===== src/rtl/intr_sequencer_if.sv =====
// Control bus between the main MCU and the interrupt sequencer.
interface intr_sequencer_if;
  // Requests from the MCU
  logic        INTR;
  logic        FLAGS_IE;
  logic        BOUNDARY;
  logic        RETI_REQ;
  // Sequencer status and handshakes
  logic        BUSY;
  logic        DONE;
  logic        INTA;
  logic        IE_CLR;
  logic        FLAGS_LD;
  logic        PC_LD;
  logic [1:0]  PC_SRC;
  logic [31:0] PC_VEC;
  // Datapath control fields
  logic [4:0]  FS;
  logic        D_En;
  logic        S_Sel;
  logic        T_Sel;
  logic        HILO_ld;
  logic [1:0]  DA_sel;
  logic [1:0]  D_Sel;
  logic [2:0]  Y_Sel;
  logic [31:0] DT;
  logic        DM_CS;
  logic        DM_WR;
  logic        DM_RD;

  // MCU side
  modport master (
    output INTR, FLAGS_IE, BOUNDARY, RETI_REQ,
    input  BUSY, DONE, INTA, IE_CLR, FLAGS_LD, PC_LD, PC_SRC, PC_VEC,
    input  FS, D_En, S_Sel, T_Sel, HILO_ld, DA_sel, D_Sel, Y_Sel, DT,
    input  DM_CS, DM_WR, DM_RD
  );

  // Sequencer side
  modport slave (
    input  INTR, FLAGS_IE, BOUNDARY, RETI_REQ,
    output BUSY, DONE, INTA, IE_CLR, FLAGS_LD, PC_LD, PC_SRC, PC_VEC,
    output FS, D_En, S_Sel, T_Sel, HILO_ld, DA_sel, D_Sel, Y_Sel, DT,
    output DM_CS, DM_WR, DM_RD
  );
endinterface


===== src/rtl/intr_sequencer.sv =====
// Interrupt entry / RETI microsequencer. Moore FSM whose control outputs
// are registered from the next state, so they always match the current state.
module intr_sequencer (
  input logic            CLK,
  input logic            RESET,
  intr_sequencer_if.slave bus
);
  localparam int unsigned ST_W   = 5;
  localparam int unsigned DATA_W = 32;
  localparam int unsigned FS_W   = 5;

  localparam logic [FS_W-1:0]   FS_PASS = 5'h00;
  localparam logic [FS_W-1:0]   FS_ADD  = 5'h02;
  localparam logic [FS_W-1:0]   FS_SUB  = 5'h03;
  localparam logic [DATA_W-1:0] VECTOR  = 32'h0000_0200;

  localparam logic [ST_W-1:0] ST_IDLE   = 5'd0;
  localparam logic [ST_W-1:0] ST_E_RD1  = 5'd1;
  localparam logic [ST_W-1:0] ST_E_ALU1 = 5'd2;
  localparam logic [ST_W-1:0] ST_E_WR1  = 5'd3;
  localparam logic [ST_W-1:0] ST_E_RD2  = 5'd4;
  localparam logic [ST_W-1:0] ST_E_ALU2 = 5'd5;
  localparam logic [ST_W-1:0] ST_E_WR2  = 5'd6;
  localparam logic [ST_W-1:0] ST_E_VEC  = 5'd7;
  localparam logic [ST_W-1:0] ST_R_RD1  = 5'd8;
  localparam logic [ST_W-1:0] ST_R_ALU1 = 5'd9;
  localparam logic [ST_W-1:0] ST_R_MEM1 = 5'd10;
  localparam logic [ST_W-1:0] ST_R_RD2  = 5'd11;
  localparam logic [ST_W-1:0] ST_R_ALU2 = 5'd12;
  localparam logic [ST_W-1:0] ST_R_MEM2 = 5'd13;
  localparam logic [ST_W-1:0] ST_R_PC   = 5'd14;
  localparam logic [ST_W-1:0] ST_R_ALU3 = 5'd15;
  localparam logic [ST_W-1:0] ST_R_WR3  = 5'd16;

  logic [ST_W-1:0]   state;
  logic [ST_W-1:0]   nxt;

  logic              busy_n;
  logic              done_n;
  logic              inta_n;
  logic              ie_clr_n;
  logic              flags_ld_n;
  logic              pc_ld_n;
  logic [1:0]        pc_src_n;
  logic [FS_W-1:0]   fs_n;
  logic              d_en_n;
  logic              s_sel_n;
  logic              t_sel_n;
  logic [1:0]        da_sel_n;
  logic [1:0]        d_sel_n;
  logic [2:0]        y_sel_n;
  logic [DATA_W-1:0] dt_n;
  logic              dm_cs_n;
  logic              dm_wr_n;
  logic              dm_rd_n;

  assign bus.PC_VEC  = VECTOR;
  assign bus.HILO_ld = 1'b0;

  // Next-state selection and control decode of the state about to be entered
  always_comb begin
    nxt        = ST_IDLE;
    busy_n     = 1'b0;
    done_n     = 1'b0;
    inta_n     = 1'b0;
    ie_clr_n   = 1'b0;
    flags_ld_n = 1'b0;
    pc_ld_n    = 1'b0;
    pc_src_n   = 2'd0;
    fs_n       = FS_PASS;
    d_en_n     = 1'b0;
    s_sel_n    = 1'b0;
    t_sel_n    = 1'b0;
    da_sel_n   = 2'd0;
    d_sel_n    = 2'd0;
    y_sel_n    = 3'd0;
    dt_n       = '0;
    dm_cs_n    = 1'b0;
    dm_wr_n    = 1'b0;
    dm_rd_n    = 1'b0;

    case (state)
      ST_IDLE: begin
        // RETI has priority; requests are only looked at here
        if (bus.RETI_REQ)
          nxt = ST_R_RD1;
        else if (bus.BOUNDARY && bus.INTR && bus.FLAGS_IE)
          nxt = ST_E_RD1;
        else
          nxt = ST_IDLE;
      end
      ST_E_RD1:  nxt = ST_E_ALU1;
      ST_E_ALU1: nxt = ST_E_WR1;
      ST_E_WR1:  nxt = ST_E_RD2;
      ST_E_RD2:  nxt = ST_E_ALU2;
      ST_E_ALU2: nxt = ST_E_WR2;
      ST_E_WR2:  nxt = ST_E_VEC;
      ST_E_VEC:  nxt = ST_IDLE;
      ST_R_RD1:  nxt = ST_R_ALU1;
      ST_R_ALU1: nxt = ST_R_MEM1;
      ST_R_MEM1: nxt = ST_R_RD2;
      ST_R_RD2:  nxt = ST_R_ALU2;
      ST_R_ALU2: nxt = ST_R_MEM2;
      ST_R_MEM2: nxt = ST_R_PC;
      ST_R_PC:   nxt = ST_R_ALU3;
      ST_R_ALU3: nxt = ST_R_WR3;
      ST_R_WR3:  nxt = ST_IDLE;
      default:   nxt = ST_IDLE;
    endcase

    busy_n = (nxt != ST_IDLE);

    case (nxt)
      ST_E_RD1, ST_E_RD2, ST_R_RD2: begin
        s_sel_n = 1'b1;
        t_sel_n = 1'b1;
        dt_n    = 32'd4;
      end
      ST_R_RD1: begin
        s_sel_n = 1'b1;
        t_sel_n = 1'b1;
        dt_n    = 32'd0;
      end
      ST_E_ALU1, ST_E_ALU2: fs_n = FS_SUB;
      ST_R_ALU1, ST_R_ALU2, ST_R_ALU3: fs_n = FS_ADD;
      ST_E_WR1, ST_E_WR2: begin
        // Store PC (first push) or flags (second push) and write back $sp
        da_sel_n = 2'd3;
        d_en_n   = 1'b1;
        d_sel_n  = (nxt == ST_E_WR1) ? 2'd1 : 2'd2;
        dm_cs_n  = 1'b1;
        dm_wr_n  = 1'b1;
      end
      ST_E_VEC: begin
        pc_ld_n  = 1'b1;
        pc_src_n = 2'd1;
        ie_clr_n = 1'b1;
        inta_n   = 1'b1;
        done_n   = 1'b1;
      end
      ST_R_MEM1: begin
        s_sel_n    = 1'b1;
        dm_cs_n    = 1'b1;
        dm_rd_n    = 1'b1;
        flags_ld_n = 1'b1;
      end
      ST_R_MEM2: begin
        dm_cs_n = 1'b1;
        dm_rd_n = 1'b1;
      end
      ST_R_PC: begin
        // Popped PC goes out through Y_Sel while $sp+8 is set up
        y_sel_n  = 3'd2;
        pc_ld_n  = 1'b1;
        pc_src_n = 2'd2;
        s_sel_n  = 1'b1;
        t_sel_n  = 1'b1;
        dt_n     = 32'd8;
      end
      ST_R_WR3: begin
        da_sel_n = 2'd3;
        d_en_n   = 1'b1;
        done_n   = 1'b1;
      end
      default: ;
    endcase
  end

  // State and registered control outputs
  always_ff @(posedge CLK) begin
    if (RESET) begin
      state        <= ST_IDLE;
      bus.BUSY     <= 1'b0;
      bus.DONE     <= 1'b0;
      bus.INTA     <= 1'b0;
      bus.IE_CLR   <= 1'b0;
      bus.FLAGS_LD <= 1'b0;
      bus.PC_LD    <= 1'b0;
      bus.PC_SRC   <= 2'd0;
      bus.FS       <= FS_PASS;
      bus.D_En     <= 1'b0;
      bus.S_Sel    <= 1'b0;
      bus.T_Sel    <= 1'b0;
      bus.DA_sel   <= 2'd0;
      bus.D_Sel    <= 2'd0;
      bus.Y_Sel    <= 3'd0;
      bus.DT       <= '0;
      bus.DM_CS    <= 1'b0;
      bus.DM_WR    <= 1'b0;
      bus.DM_RD    <= 1'b0;
    end else begin
      state        <= nxt;
      bus.BUSY     <= busy_n;
      bus.DONE     <= done_n;
      bus.INTA     <= inta_n;
      bus.IE_CLR   <= ie_clr_n;
      bus.FLAGS_LD <= flags_ld_n;
      bus.PC_LD    <= pc_ld_n;
      bus.PC_SRC   <= pc_src_n;
      bus.FS       <= fs_n;
      bus.D_En     <= d_en_n;
      bus.S_Sel    <= s_sel_n;
      bus.T_Sel    <= t_sel_n;
      bus.DA_sel   <= da_sel_n;
      bus.D_Sel    <= d_sel_n;
      bus.Y_Sel    <= y_sel_n;
      bus.DT       <= dt_n;
      bus.DM_CS    <= dm_cs_n;
      bus.DM_WR    <= dm_wr_n;
      bus.DM_RD    <= dm_rd_n;
    end
  end
endmodule


===== src/flat_wrapper.sv =====
// flat-port wrapper written by rule: the top's interface ports become plain ports
module intr_sequencer_flat 
  (CLK, RESET, bus_INTR, bus_FLAGS_IE, bus_BOUNDARY, bus_RETI_REQ, bus_BUSY, bus_DONE, bus_INTA, bus_IE_CLR, bus_FLAGS_LD, bus_PC_LD, bus_PC_SRC, bus_PC_VEC, bus_FS, bus_D_En, bus_S_Sel, bus_T_Sel, bus_HILO_ld, bus_DA_sel, bus_D_Sel, bus_Y_Sel, bus_DT, bus_DM_CS, bus_DM_WR, bus_DM_RD);
  intr_sequencer_if bus_i ();
  input logic CLK;
  input logic RESET;
  input wire logic [$bits(bus_i.INTR)-1:0] bus_INTR;
  input wire logic [$bits(bus_i.FLAGS_IE)-1:0] bus_FLAGS_IE;
  input wire logic [$bits(bus_i.BOUNDARY)-1:0] bus_BOUNDARY;
  input wire logic [$bits(bus_i.RETI_REQ)-1:0] bus_RETI_REQ;
  output wire logic [$bits(bus_i.BUSY)-1:0] bus_BUSY;
  output wire logic [$bits(bus_i.DONE)-1:0] bus_DONE;
  output wire logic [$bits(bus_i.INTA)-1:0] bus_INTA;
  output wire logic [$bits(bus_i.IE_CLR)-1:0] bus_IE_CLR;
  output wire logic [$bits(bus_i.FLAGS_LD)-1:0] bus_FLAGS_LD;
  output wire logic [$bits(bus_i.PC_LD)-1:0] bus_PC_LD;
  output wire logic [$bits(bus_i.PC_SRC)-1:0] bus_PC_SRC;
  output wire logic [$bits(bus_i.PC_VEC)-1:0] bus_PC_VEC;
  output wire logic [$bits(bus_i.FS)-1:0] bus_FS;
  output wire logic [$bits(bus_i.D_En)-1:0] bus_D_En;
  output wire logic [$bits(bus_i.S_Sel)-1:0] bus_S_Sel;
  output wire logic [$bits(bus_i.T_Sel)-1:0] bus_T_Sel;
  output wire logic [$bits(bus_i.HILO_ld)-1:0] bus_HILO_ld;
  output wire logic [$bits(bus_i.DA_sel)-1:0] bus_DA_sel;
  output wire logic [$bits(bus_i.D_Sel)-1:0] bus_D_Sel;
  output wire logic [$bits(bus_i.Y_Sel)-1:0] bus_Y_Sel;
  output wire logic [$bits(bus_i.DT)-1:0] bus_DT;
  output wire logic [$bits(bus_i.DM_CS)-1:0] bus_DM_CS;
  output wire logic [$bits(bus_i.DM_WR)-1:0] bus_DM_WR;
  output wire logic [$bits(bus_i.DM_RD)-1:0] bus_DM_RD;
  assign bus_i.INTR = bus_INTR;
  assign bus_i.FLAGS_IE = bus_FLAGS_IE;
  assign bus_i.BOUNDARY = bus_BOUNDARY;
  assign bus_i.RETI_REQ = bus_RETI_REQ;
  assign bus_BUSY = bus_i.BUSY;
  assign bus_DONE = bus_i.DONE;
  assign bus_INTA = bus_i.INTA;
  assign bus_IE_CLR = bus_i.IE_CLR;
  assign bus_FLAGS_LD = bus_i.FLAGS_LD;
  assign bus_PC_LD = bus_i.PC_LD;
  assign bus_PC_SRC = bus_i.PC_SRC;
  assign bus_PC_VEC = bus_i.PC_VEC;
  assign bus_FS = bus_i.FS;
  assign bus_D_En = bus_i.D_En;
  assign bus_S_Sel = bus_i.S_Sel;
  assign bus_T_Sel = bus_i.T_Sel;
  assign bus_HILO_ld = bus_i.HILO_ld;
  assign bus_DA_sel = bus_i.DA_sel;
  assign bus_D_Sel = bus_i.D_Sel;
  assign bus_Y_Sel = bus_i.Y_Sel;
  assign bus_DT = bus_i.DT;
  assign bus_DM_CS = bus_i.DM_CS;
  assign bus_DM_WR = bus_i.DM_WR;
  assign bus_DM_RD = bus_i.DM_RD;
  intr_sequencer u_core (.CLK(CLK), .RESET(RESET), .bus(bus_i));
endmodule

===== config.mk =====
export PLATFORM = sky130hd
export DESIGN_NAME = intr_sequencer_flat
export DESIGN_NICKNAME = d
export VERILOG_FILES = /design/src/rtl/intr_sequencer_if.sv /design/src/rtl/intr_sequencer.sv /design/src/flat_wrapper.sv
export SDC_FILE = /design/constraint.sdc
export NUM_CORES = 1
export LEC_CHECK = 0
export BUFFER_PORTS_ARGS = -buffer_cell sky130_fd_sc_hd__clkbuf_2
export CELL_PAD_IN_SITES_DETAIL_PLACEMENT = 1
export CELL_PAD_IN_SITES_GLOBAL_PLACEMENT = 1
export CORE_UTILIZATION = 30
export DETAILED_ROUTE_END_ITERATION = 6
export PLACE_DENSITY = 0.83
export SETUP_SLACK_MARGIN = 0.3
export SYNTH_ARGS = -nofsm -noshare
export SYNTH_HDL_FRONTEND = slang
export SYNTH_SLANG_ARGS = --single-unit
export TNS_END_PERCENT = 20

===== constraint.sdc =====
create_clock -name CLK -period 3.7 [get_ports CLK]
set_clock_uncertainty 0.05 [all_clocks]
set_input_delay 0.37 -clock CLK [delete_from_list [all_inputs] [get_ports CLK]]
set_output_delay 0.37 -clock CLK [all_outputs]
set_load 0.005 [all_outputs]

Yosys cells after proc, flatten, opt, wreduce, memory -nomap -nowiden
Index checks and enable logic that the tools add are counted.
{"block": "word_totals", "reg_bits": 62, "in_bits": 6}
{"block": "classes", "reduce_logical": 16, "bitwise": 1, "n_mux": 19, "n_eq_ne": 30}
{"op": "$eq 5x4->1 const B", "count": 16}
{"op": "$pmux 5 s15", "count": 1}
{"op": "$eq 5x3->1 const B", "count": 7}
{"op": "$eq 5x2->1 const B", "count": 4}
{"op": "$reduce_or 2->1", "count": 6}
{"op": "$mux 1", "count": 11}
{"op": "$eq 5x1->1 const B", "count": 2}
{"op": "$reduce_or 3->1", "count": 3}
{"op": "$pmux 2 s2", "count": 2}
{"op": "$pmux 4 s2", "count": 1}
{"op": "$mux 2", "count": 3}
{"op": "$reduce_or 6->1", "count": 1}
{"op": "$eq 5x5->1 const B", "count": 1}
{"op": "$logic_not 5->1", "count": 1}
{"op": "$mux 5", "count": 1}
{"op": "$reduce_bool 5->1", "count": 1}
{"op": "$reduce_or 5->1", "count": 1}
{"op": "$reduce_or 4->1", "count": 1}
{"op": "$logic_and 1x1->1", "count": 2}
{"op": "$not 1->1", "count": 1}

Logic depth before layout (Yosys ltp)
Gate-level depths: netlist of run 1.
{"block": "logic_depth", "depth_word": 9, "ltp_mapped": 5}

Least setup slack after synthesis of run 1
No wires, ideal clock.
{"block": "synth_path", "path_type": "input to register", "start": "input port RESET", "end": "register u_core.bus.S_Sel", "slack_ps": 2279, "t_required_ps": 3581, "n_path_buf": 0, "arrival_time_ps": 1302, "setup_ps": 69, "path_stages": 3, "path_cell_list": "or2_4 > or4_4 > o21ai_1"}
{"item": "start, declared", "line": "flat_wrapper.sv:6", "rtl": "input logic RESET;"}
{"item": "end signal, assigned", "line": "intr_sequencer.sv:202", "rtl": "bus.S_Sel <= s_sel_n;"}
{"item": "end, declared", "line": "intr_sequencer_if.sv:43", "rtl": "output FS, D_En, S_Sel, T_Sel, HILO_ld, DA_sel, D_Sel, Y_Sel, DT,"}

Worst setup path after layout of run 1
{"block": "layout_path", "start": "register u_core.state[3]", "end": "register u_core.bus.S_Sel"}
{"block": "layout_between", "elab_chain_len": 5, "elab_cells_between_ends": 24, "cone_classes": "eq/ne: 20; mux: 2; reduce/logical: 2"}
{"item": "start, declared", "line": "intr_sequencer.sv:35", "rtl": "logic [ST_W-1:0] state;"}
{"item": "start signal, assigned", "line": "intr_sequencer.sv:192", "rtl": "state <= nxt;"}
{"item": "$eq 5x4->1 (tied with other cells)", "line": "intr_sequencer.sv:82", "rtl": "case (state)"}
{"item": "$pmux 5 s15 (*)", "line": "intr_sequencer.sv:82"}
{"item": "$eq 5x4->1 (tied with other cells)", "line": "intr_sequencer.sv:113", "rtl": "case (nxt)"}
{"item": "$reduce_or 6->1 (no source line) (*)"}
{"item": "$mux 1 (*)", "line": "intr_sequencer.sv:113"}
Mark *: on every way between the ends. The rest lies on a longest branch, timed or not.
A chain may end at the register's enable or synchronous reset.

==> results.md, run 1 <==
### Status
- status: finished, violations left
- violated checks: design-rule violations

### Yosys
- Synth area leaders: sky130_fd_sc_hd__buf_4 38%, sky130_fd_sc_hd__dfxtp_1 34%, sky130_fd_sc_hd__nor3_1 3.5%
- area of the mapped netlist: 1434 um2
- part of the Yosys area used for sequential elements: 33.51%
- area share of the largest cell type after synthesis: 38.22%
- number of storage elements in the synthesis netlist: 24
- post-synthesis cell count: 169
- average cell area after synthesis: 8.484 um2
- area leader, netlist: sky130_fd_sc_hd__buf_4
- number of distinct library cell variants in the gate-level netlist after synthesis: 29
- Warnings, synthesis: 0

### Worst setup path
- element type at the critical path start: register
- worst reg2reg endpoint: u_core.bus.S_Sel
- classification of the worst setup path: register to register
- R2R depth: 3
- setup slack, reg-to-reg: 1.96 ns
- data required time at the worst endpoint: 3.85 ns
- Worst EP arrival: 1.88 ns
- maximum fanout encountered on the critical timing path: 20
- endpoint type of the worst setup path: register
- startpoint of the worst-slack reg-to-reg timing path: u_core.state[3]

### Clocking
- root buf cell: sky130_fd_sc_hd__clkbuf_8
- CTS clk-pin slew, worst paths: 0.08 ns
- Max clock buf depth: 2
- Resized Gates After CTS: 0
- number of buffers added for setup after CTS: 0
- Inserted Clock Buffers: 3
- htree depth: 1
- CTS tree: yes
- # hold bufs at CTS: 0
- total number of clock tree sinks: 24
- clock latency of the later-clocked register in the worst-skew pair: 0.26 ns

### Final layout
- fraction of final layout cells sized beyond drive strength 1: 19.58%
- register area: 480.5 um2
- area growth from synthesis to final layout: -4.363%
- multi-input logic area: 615.6 um2
- final standard cell count with taps included and fillers excluded: 241
- count of fill cells added during filler insertion: 571
- total number of nets in the final design: 196
- Antenna diodes: 0

### Drt
- DRT Pass-1 Iters: 6
- number of vias after detailed routing: 915
- initial detailed-routing violation count: 59
- residual DRC count: 5
- antenna violation net count after detailed routing: 0
- vias per inst: 3.797
- Wirelength per Cell: 9.432 um
- aggregate routed wire length: 2.273 mm

### Pwr
- peak ir drop on the vdd network: 0.1256 mV
- Leakage Power: 0.6927 nW
- total power density per cell area: 428.1 nW/um2

### Timing
- slew margin rel.: 51.70%
- Setup violations, final: 0
- clock period minus final worst setup slack: 1.738 ns
- Max Freq: 575.4 MHz
- Final Cycle Share: 46.97%
- endpoints failing hold: 0
- Total Neg Setup Slack: 0 ns
- total count of max-transition violations in the final report: 0
- unrepaired setup endpoints after global routing: false
- Worst Max-Slew Pin Slew: 0.7235 ns

### Floorplan
- die height: 71.14 um
- number of primary I/O pins: 97
- Die Footprint: 5060 um2
- placeable core region: 4474 um2
- Rows: 24
- die span in x: 71.14 um
- Initial Util: 32.05%

### Placement
- HPWL reported at the end of detailed placement: 1.805 mm
- Placer Congestion: 0.8016
- Port Buffer Count: 28
- # placed instances: 237

### Global routing
- first-pass GRT wire length: 3.443 mm
- aggregate global-route resource usage: 8.801%
- maximum number of pins on one net before global-route repair: 21
- number of antenna violations at the first check in global routing: 0
- global-route congestion overflow total: 0
- vias in the first global route: 782

### Hold path
- startpoint of the tightest hold check path: bus_FLAGS_IE
- Cells on Worst Hold Path: 3
- hold-critical path endpoint: u_core.state[0]
- worst hold path type: input port to register

### Run
- max capacitance violation total: 0

-- cell usage after synthesis, drive strengths merged --
cell type	number
clkbuf	2
a21oi	7
nor2b	2
nor3b	1
nor4	2
dfxtp	24
nand2b	2
a31oi	2
or4	1
a211oi	1
buf	76
conb	2
or2	2
o21ai	3
xnor2	4
nand4b	1
nand2	5
nor3	12
and3	1
xor2	1
nor2	10
inv	4
o21a	2
mux2i	1
nor4b	1
-- cells by family (layout without fill, tap and decap cells) --
logic type | count (synthesis) | in the layout | share of synthesized area (%)
AO/OA/AOI/OAI | 15 | 15 | 5.933
flip-flops | 24 | 24 | 33.51
buffers and inverters | 82 | 36 | 40.84
multiplexers | 1 | 1 | 0.6981
XOR/XNOR | 5 | 5 | 3.054
other | 2 | 68 | 0.5238
AND/OR/NAND/NOR | 40 | 40 | 15.45
-- worst max path at each step --
stage | start | to | slack, ns | cells after the start
4_1_cts | u_core.state[3] | u_core.bus.S_Sel | 1.96 | 3
5_1_grt | u_core.state[2] | u_core.bus.T_Sel | 1.85 | 4
3_3_place_gp | u_core.state[2] | u_core.bus.T_Sel | 2.06 | 4
3_5_place_dp | u_core.state[3] | u_core.bus.S_Sel | 1.99 | 3
2_1_floorplan | RESET | u_core.bus.S_Sel | 2.28 | 3
6_report | u_core.state[3] | u_core.bus.S_Sel | 1.96 | 3
-- area by class of cell --
type	count	share of cell area, %
clock buffers	4	4.015
inverters	4	1.095
multi-input cells	129	44.89
flip-flops and latches	24	35.04
well taps	52	4.745
repair buffers	28	10.22
-- metrics by stage --
stage / worst slack [ns] / instance area (um2) / util [%] / hold WS (ns) / total power [mW]
finish: 1.962 / 1371 / 30.65 / 0.4167 / 0.5870
global route: 1.848 / 1371 / 30.65 / 0.4709 / 0.6204
CTS: 1.963 / 1371 / 30.65 / 0.4192 / 0.5920
detailed placement: 1.988 / 1316 / 29.42 / 0.6190 / 0.4208
global placement: 2.060 / 1316 / 29.42 / 0.6115 / 0.4169
floorplan: 2.279 / 1682 / - / 0.5077 / 0.4444
-- power breakdown --
part	total [mW]	internal, mW	switching (mW)
sequential	0.304	0.278	0.0264
clock	0.171	0.0949	0.0759
combinational	0.112	0.0466	0.0655
-- routing by layer --
layer  up-vias  GRT usage (%)  routed length [um]
met3         4          2.137                 199
met2        54          17.31                1230
met5         -              0                   0
met1       417          7.881                 803
met4         0          5.778                  40
li1        440              -                   -
-- cells in the final DEF (no fill, tap or decap), types with 4 or more instances in the layout --
cell                        n
sky130_fd_sc_hd__a21oi_1    7
sky130_fd_sc_hd__conb_1    68
sky130_fd_sc_hd__xnor2_1    4
sky130_fd_sc_hd__clkbuf_8   4
sky130_fd_sc_hd__nor2_1    10
sky130_fd_sc_hd__nand2_1    5
sky130_fd_sc_hd__inv_1      4
sky130_fd_sc_hd__dfxtp_1   24
sky130_fd_sc_hd__nor3_1    10
sky130_fd_sc_hd__clkbuf_2  28
-- worst max-delay path, stage by stage (launching register included) --
cell and delay [ns]:
sky130_fd_sc_hd__dfxtp_1 0.79, sky130_fd_sc_hd__a21oi_1 0.08, sky130_fd_sc_hd__or4_4 0.58, sky130_fd_sc_hd__o21ai_1 0.16
-- registers in the layout, indices dropped and copies added, names as in the netlist --
register	cells
u_core.bus.DT	2
u_core.bus.FLAGS_LD	1
u_core.bus.DM_RD	1
u_core.bus.FS	2
u_core.bus.T_Sel	1
u_core.bus.DM_CS	1
u_core.bus.DONE	1
u_core.bus.D_Sel	2
u_core.bus.Y_Sel	1
u_core.bus.INTA	1
u_core.bus.PC_SRC	1
u_core.bus.S_Sel	1
u_core.state	5
u_core.bus.BUSY	1
u_core.bus.PC_LD	1
u_core.bus.DM_WR	1
u_core.bus.DA_sel	1
No activity file was read; power rests on OpenSTA's default activity.
==> inputs of run 2 (changes only) <==
Settings changed: CORE_UTILIZATION 30 to 28, PLACE_DENSITY 0.83 to 0.78.
Clock period 3.7 ns to 1.7 ns, I/O delays scaled along.
==> run 2 against run 1 <==
  * The run now ends clean
  * Final cell count is 9.5% higher
  * Die area is 6.9% higher
  * Routed wire length is 11% higher
==> results.md, run 2 (synthesis gave the netlist of run 1 again) <==
### Final layout
- Antenna diodes: 0
- fraction of final layout cells sized beyond drive strength 1: 25.38%
- Reg with most FFs: u_core.state
- Final Core Density: 31.17%
- commonest non-fill, non-tap cell in the layout: sky130_fd_sc_hd__conb_1
- number of flip-flops under the largest register name: 5
- commonest cells after routing, fill and taps aside: 68 x sky130_fd_sc_hd__conb_1, 28 x sky130_fd_sc_hd__clkbuf_2, 21 x sky130_fd_sc_hd__dfxtp_1
- area growth from synthesis to final layout: 4.712%
- total number of nets in the final design: 204

### Global routing
- first-pass GRT wire length: 3.788 mm
- aggregate global-route resource usage: 9.290%
- maximum number of pins on one net before global-route repair: 15
- number of antenna violations at the first check in global routing: 0
- global-route congestion overflow total: 0
- vias in the first global route: 873

### Placement
- HPWL reported at the end of detailed placement: 1.869 mm
- Port Buffer Count: 28
- Placer Congestion: 0.7923

### Clocking
- clock latency of the later-clocked register in the worst-skew pair: 0.27 ns
- # hold bufs at CTS: 0
- Max clock buf depth: 2
- Inserted Clock Buffers: 3
- total number of clock tree sinks: 24
- htree depth: 1
- CTS clk-pin slew, worst paths: 0.08 ns
- root buf cell: sky130_fd_sc_hd__clkbuf_8
- CTS tree: yes

### Worst setup path
- critical path startpoint: u_core.state[4]
- worst stage delay on the critical path: 0.52 ns
- Worst setup endpoint: u_core.bus.T_Sel
- endpoint type of the worst setup path: register
- number of buffer and inverter stages on the critical path: 0
- setup slack, reg-to-reg: 0.32 ns
- element type at the critical path start: register
- data required time at the worst endpoint: 1.86 ns
- worst reg2reg endpoint: u_core.bus.T_Sel
- Worst EP arrival: 1.54 ns
- critical path's slowest cell: sky130_fd_sc_hd__or4_4
- cell-by-cell trace of the critical path: or2_4 > or4_4 > o21ai_1
- maximum fanout encountered on the critical timing path: 5
- startpoint of the worst-slack reg-to-reg timing path: u_core.state[4]
- R2R depth: 3
- number of cells on the critical path: 3
- classification of the worst setup path: register to register
- kind of cell adding the most delay to the critical path: simple AND/OR/NAND/NOR gates

### Drt
- residual DRC count: 0
- number of vias after detailed routing: 963
- aggregate routed wire length: 2.513 mm
- antenna violation net count after detailed routing: 0
- Wirelength per Cell: 9.519 um
- initial detailed-routing violation count: 22
- DRT Pass-1 Iters: 4
- vias per inst: 3.648

### Hold path
- Cells on Worst Hold Path: 4
- worst hold path type: input port to register

### Floorplan
- Initial Util: 29.77%
- Die Footprint: 5411 um2
- number of primary I/O pins: 97
- placeable core region: 4817 um2
- die height: 73.56 um
- die span in x: 73.56 um
- Rows: 25

### Pwr
- peak ir drop on the vdd network: 0.2797 mV
- Leakage Power: 0.7541 nW
- total power density per cell area: 976.6 nW/um2

### Timing
- total count of max-transition violations in the final report: 0
- unrepaired setup endpoints after global routing: true
- Setup violations, final: 0
- endpoints failing hold: 0
- Final Cycle Share: 81.31%
- Total Neg Setup Slack: 0 ns
- clock period minus final worst setup slack: 1.382 ns
- Max Freq: 723.4 MHz

### Run
- max capacitance violation total: 0

### Status
- status: completed

## run 2: cell types whose count changed in the layout (fill, tap and decap cells not counted), sizes merged
cell / delta
buf: +8
clkbuf: -1
bufinv: +1
## run 2: worst min-delay path by stage
stage                               startpoint          endpoint  slack [ns]
after floorplan                          RESET  u_core.bus.FS[0]        0.32
after global placement    u_core.bus.PC_SRC[0]     bus_PC_SRC[0]        0.49
after detailed placement      u_core.bus.FS[0]         bus_FS[0]        0.49
after CTS                         bus_FLAGS_IE   u_core.state[0]        0.22
after global routing                     RESET   u_core.bus.INTA        0.29
final                                    RESET  u_core.bus.DT[2]        0.23
## run 2: stage by stage
stage	power (mW)	instance area, um2	hold WS (ns)	setup slack, ns	instances
floorplan	0.9672	1682	0.3166	0.3478	235
global placement	0.9359	1373	0.4900	0.1847	257
detailed placement	0.9443	1373	0.4910	0.1937	257
CTS	1.465	1484	0.2221	0.3124	264
global route	1.549	1501	0.2883	0.2564	264
finish	1.466	1501	0.2322	0.3177	264
## run 2: routing by layer
layer	vias up	wire (um)	part of all wire (%)	GRT usage, %
met4	0	44	1.8	5.128
li1	459	-	-	-
met2	56	1342	53	19.27
met1	443	906	36	8.000
met5	-	0	0	0
met3	5	218	8.7	1.920
## run 2: power breakdown
group / switching, mW / internal (mW)
logic: 0.180 / 0.142
clock network: 0.180 / 0.315
registers: 0.0413 / 0.608
## run 2: cell type report
| class | count | area (um2) |
|---|---|---|
| multi-input combinational | 129 | 641.9 |
| tap | 67 | 83.83 |
| inverter | 4 | 15.01 |
| fill | 604 | 3316 |
| clock inverter | 1 | 30.03 |
| timing repair buffer | 36 | 200.2 |
| clock buffer | 3 | 41.29 |
| sequential | 24 | 489.2 |
## run 2: what timing repair did
action,4_1_cts,5_1_grt
pin swaps,2,0
gates resized for setup,6,4
endpoints found under the setup margin,6,6
gates cloned,0,0
setup buffers,3,0
hold endpoints to repair,0,0
## run 2: worst register-to-register path, delay by kind of cell, from the launching register on
family          cells  cell delay, ns
compound gates      1            0.15
simple gates        2            0.78
flops               1            0.34
==> inputs of run 3 (changes only) <==
Settings changed: CORE_UTILIZATION 28 to 25, PLACE_DENSITY 0.78 to 0.74.
Clock period 1.7 ns to 1.1 ns, I/O delays scaled along.
==> run 3 against run 2 <==
  * The run now ends with negative setup slack left
  * Register-to-register slack got worse by 0.56 ns
  * Clock power up 3%
  * Global-route usage decreased by 0.37 points
  * Flip-flop and latch count is the same
  * Total power up 47%
  * Fmax rose by 2.9%
  * Combinational power up 110%
  * Routed wire length is 8.5% higher
  * Final area grew 13%
  * Critical path type unchanged
  * Largest cell class unchanged
==> results.md, run 3 (synthesis gave the netlist of run 1 again) <==
### Pwr
- overall power of the completed layout: 2.154 mW
- total power density per cell area: 1271 nW/um2
- Leakage Power: 0.8517 nW
- peak ir drop on the vdd network: 0.5259 mV

### Drt
- initial detailed-routing violation count: 26
- Wirelength per Cell: 9.469 um
- residual DRC count: 0
- DRT Pass-1 Iters: 2
- number of vias after detailed routing: 1006
- antenna violation net count after detailed routing: 0
- vias per inst: 3.493
- aggregate routed wire length: 2.727 mm

### Final layout
- Reg with most FFs: u_core.state
- Antenna diodes: 0
- commonest cells after routing, fill and taps aside: 68 x sky130_fd_sc_hd__conb_1, 28 x sky130_fd_sc_hd__buf_4, 25 x sky130_fd_sc_hd__clkbuf_2
- final standard cell count with taps included and fillers excluded: 288
- total number of nets in the final design: 224
- Final Core Density: 30.79%
- area growth from synthesis to final layout: 18.24%
- Finished Cell Area: 1695 um2
- commonest non-fill, non-tap cell in the layout: sky130_fd_sc_hd__conb_1
- fraction of final layout cells sized beyond drive strength 1: 39.35%
- count of fill cells added during filler insertion: 670
- number of flip-flops under the largest register name: 5

### Worst setup path
- critical path's slowest cell: sky130_fd_sc_hd__or4_4
- element type at the critical path start: register
- classification of the worst setup path: register to register
- cell-by-cell trace of the critical path: or2_4 > or4_4 > o21ai_2
- endpoint type of the worst setup path: register
- data required time at the worst endpoint: 1.26 ns
- worst stage delay on the critical path: 0.54 ns
- maximum fanout encountered on the critical timing path: 5
- Worst EP arrival: 1.50 ns

### Timing
- Final Cycle Share: 122.1%
- Setup violations, final: 18
- Max Freq: 744.6 MHz
- post-route setup slack: -0.2430 ns
- Total Neg Setup Slack: -1.993 ns
- total count of max-transition violations in the final report: 0
- clock period minus final worst setup slack: 1.343 ns
- unrepaired setup endpoints after global routing: true
- worst slack on hold paths: 0.1214 ns
- endpoints failing hold: 0

### Status
- status: finished, violations left
- violated checks: negative setup slack

### Floorplan
- placeable core region: 5507 um2
- die span in x: 77.74 um
- die height: 77.74 um
- Die Footprint: 6043 um2
- Initial Util: 26.04%
- number of primary I/O pins: 97
- Rows: 27

### Global routing
- global-route congestion overflow total: 0
- first-pass GRT wire length: 4.167 mm
- aggregate global-route resource usage: 8.924%
- vias in the first global route: 925
- maximum number of pins on one net before global-route repair: 13
- number of antenna violations at the first check in global routing: 0

### Placement
- Area after DPL: 1555 um2
- Port Buffer Count: 28
- # placed instances: 284
- HPWL reported at the end of detailed placement: 2.150 mm
- Placer Congestion: 0.7339
- post-place setup slack: -0.2678 ns

### Clocking
- CTS tree: yes
- total number of clock tree sinks: 24
- root buf cell: sky130_fd_sc_hd__clkbuf_8
- # hold bufs at CTS: 0
- Inserted Clock Buffers: 3
- Max clock buf depth: 2
- CTS clk-pin slew, worst paths: 0.08 ns
- clock latency of the later-clocked register in the worst-skew pair: 0.27 ns
- htree depth: 1

### Hold path
- worst hold path type: input port to register

### Run
- max capacitance violation total: 0

[run 3: layout make-up]
type	instances	area [um2]	share of cell area, %
clock buffer	3	41.29	2.435
inverter	4	15.01	0.8856
multi-input combinational	129	713.2	42.07
sequential	24	485.5	28.63
tap	72	90.09	5.314
timing repair buffer	56	350.3	20.66
[run 3: worst max-delay path, delay by kind of cell (launching register included)]
kind / cells / cell delay, ns
and+or+nand+nor: 2 / 0.78
DFF: 1 / 0.32
AOI/OAI and AO/OA: 1 / 0.13
[run 3: final timing paths]
path	startpoint	to	slack (ns)	cells after the start
setup / recovery	u_core.state[4]	u_core.bus.S_Sel	-0.24	3
hold / removal	RESET	u_core.bus.DT[2]	0.12	4
setup reg to reg	u_core.state[4]	u_core.bus.S_Sel	-0.24	3
hold reg to reg	u_core.state[0]	u_core.state[0]	0.54	2
[run 3: per-layer routing]
metal / wire [um] / global-route usage, % / vias up
li1: - / - / 495
met4: 61 / 5.660 / 0
met2: 1425 / 16.37 / 57
met1: 1031 / 9.337 / 449
met3: 209 / 1.529 / 5
met5: 0 / 0 / -
[run 3: report_power, final]
group	total, mW	internal (mW)	leakage (nW)	switching [mW]
clock network	0.509	0.245	0.0216	0.263
logic	0.668	0.314	0.633	0.354
registers	0.977	0.937	0.197	0.0402
[run 3: what timing repair did]
item	4_1_cts	5_1_grt
gates resized for setup	19	6
setup buffers	1	0
pin swaps	3	0
hold endpoints to repair	0	0
gates cloned	0	0
endpoints found under the setup margin	47	47
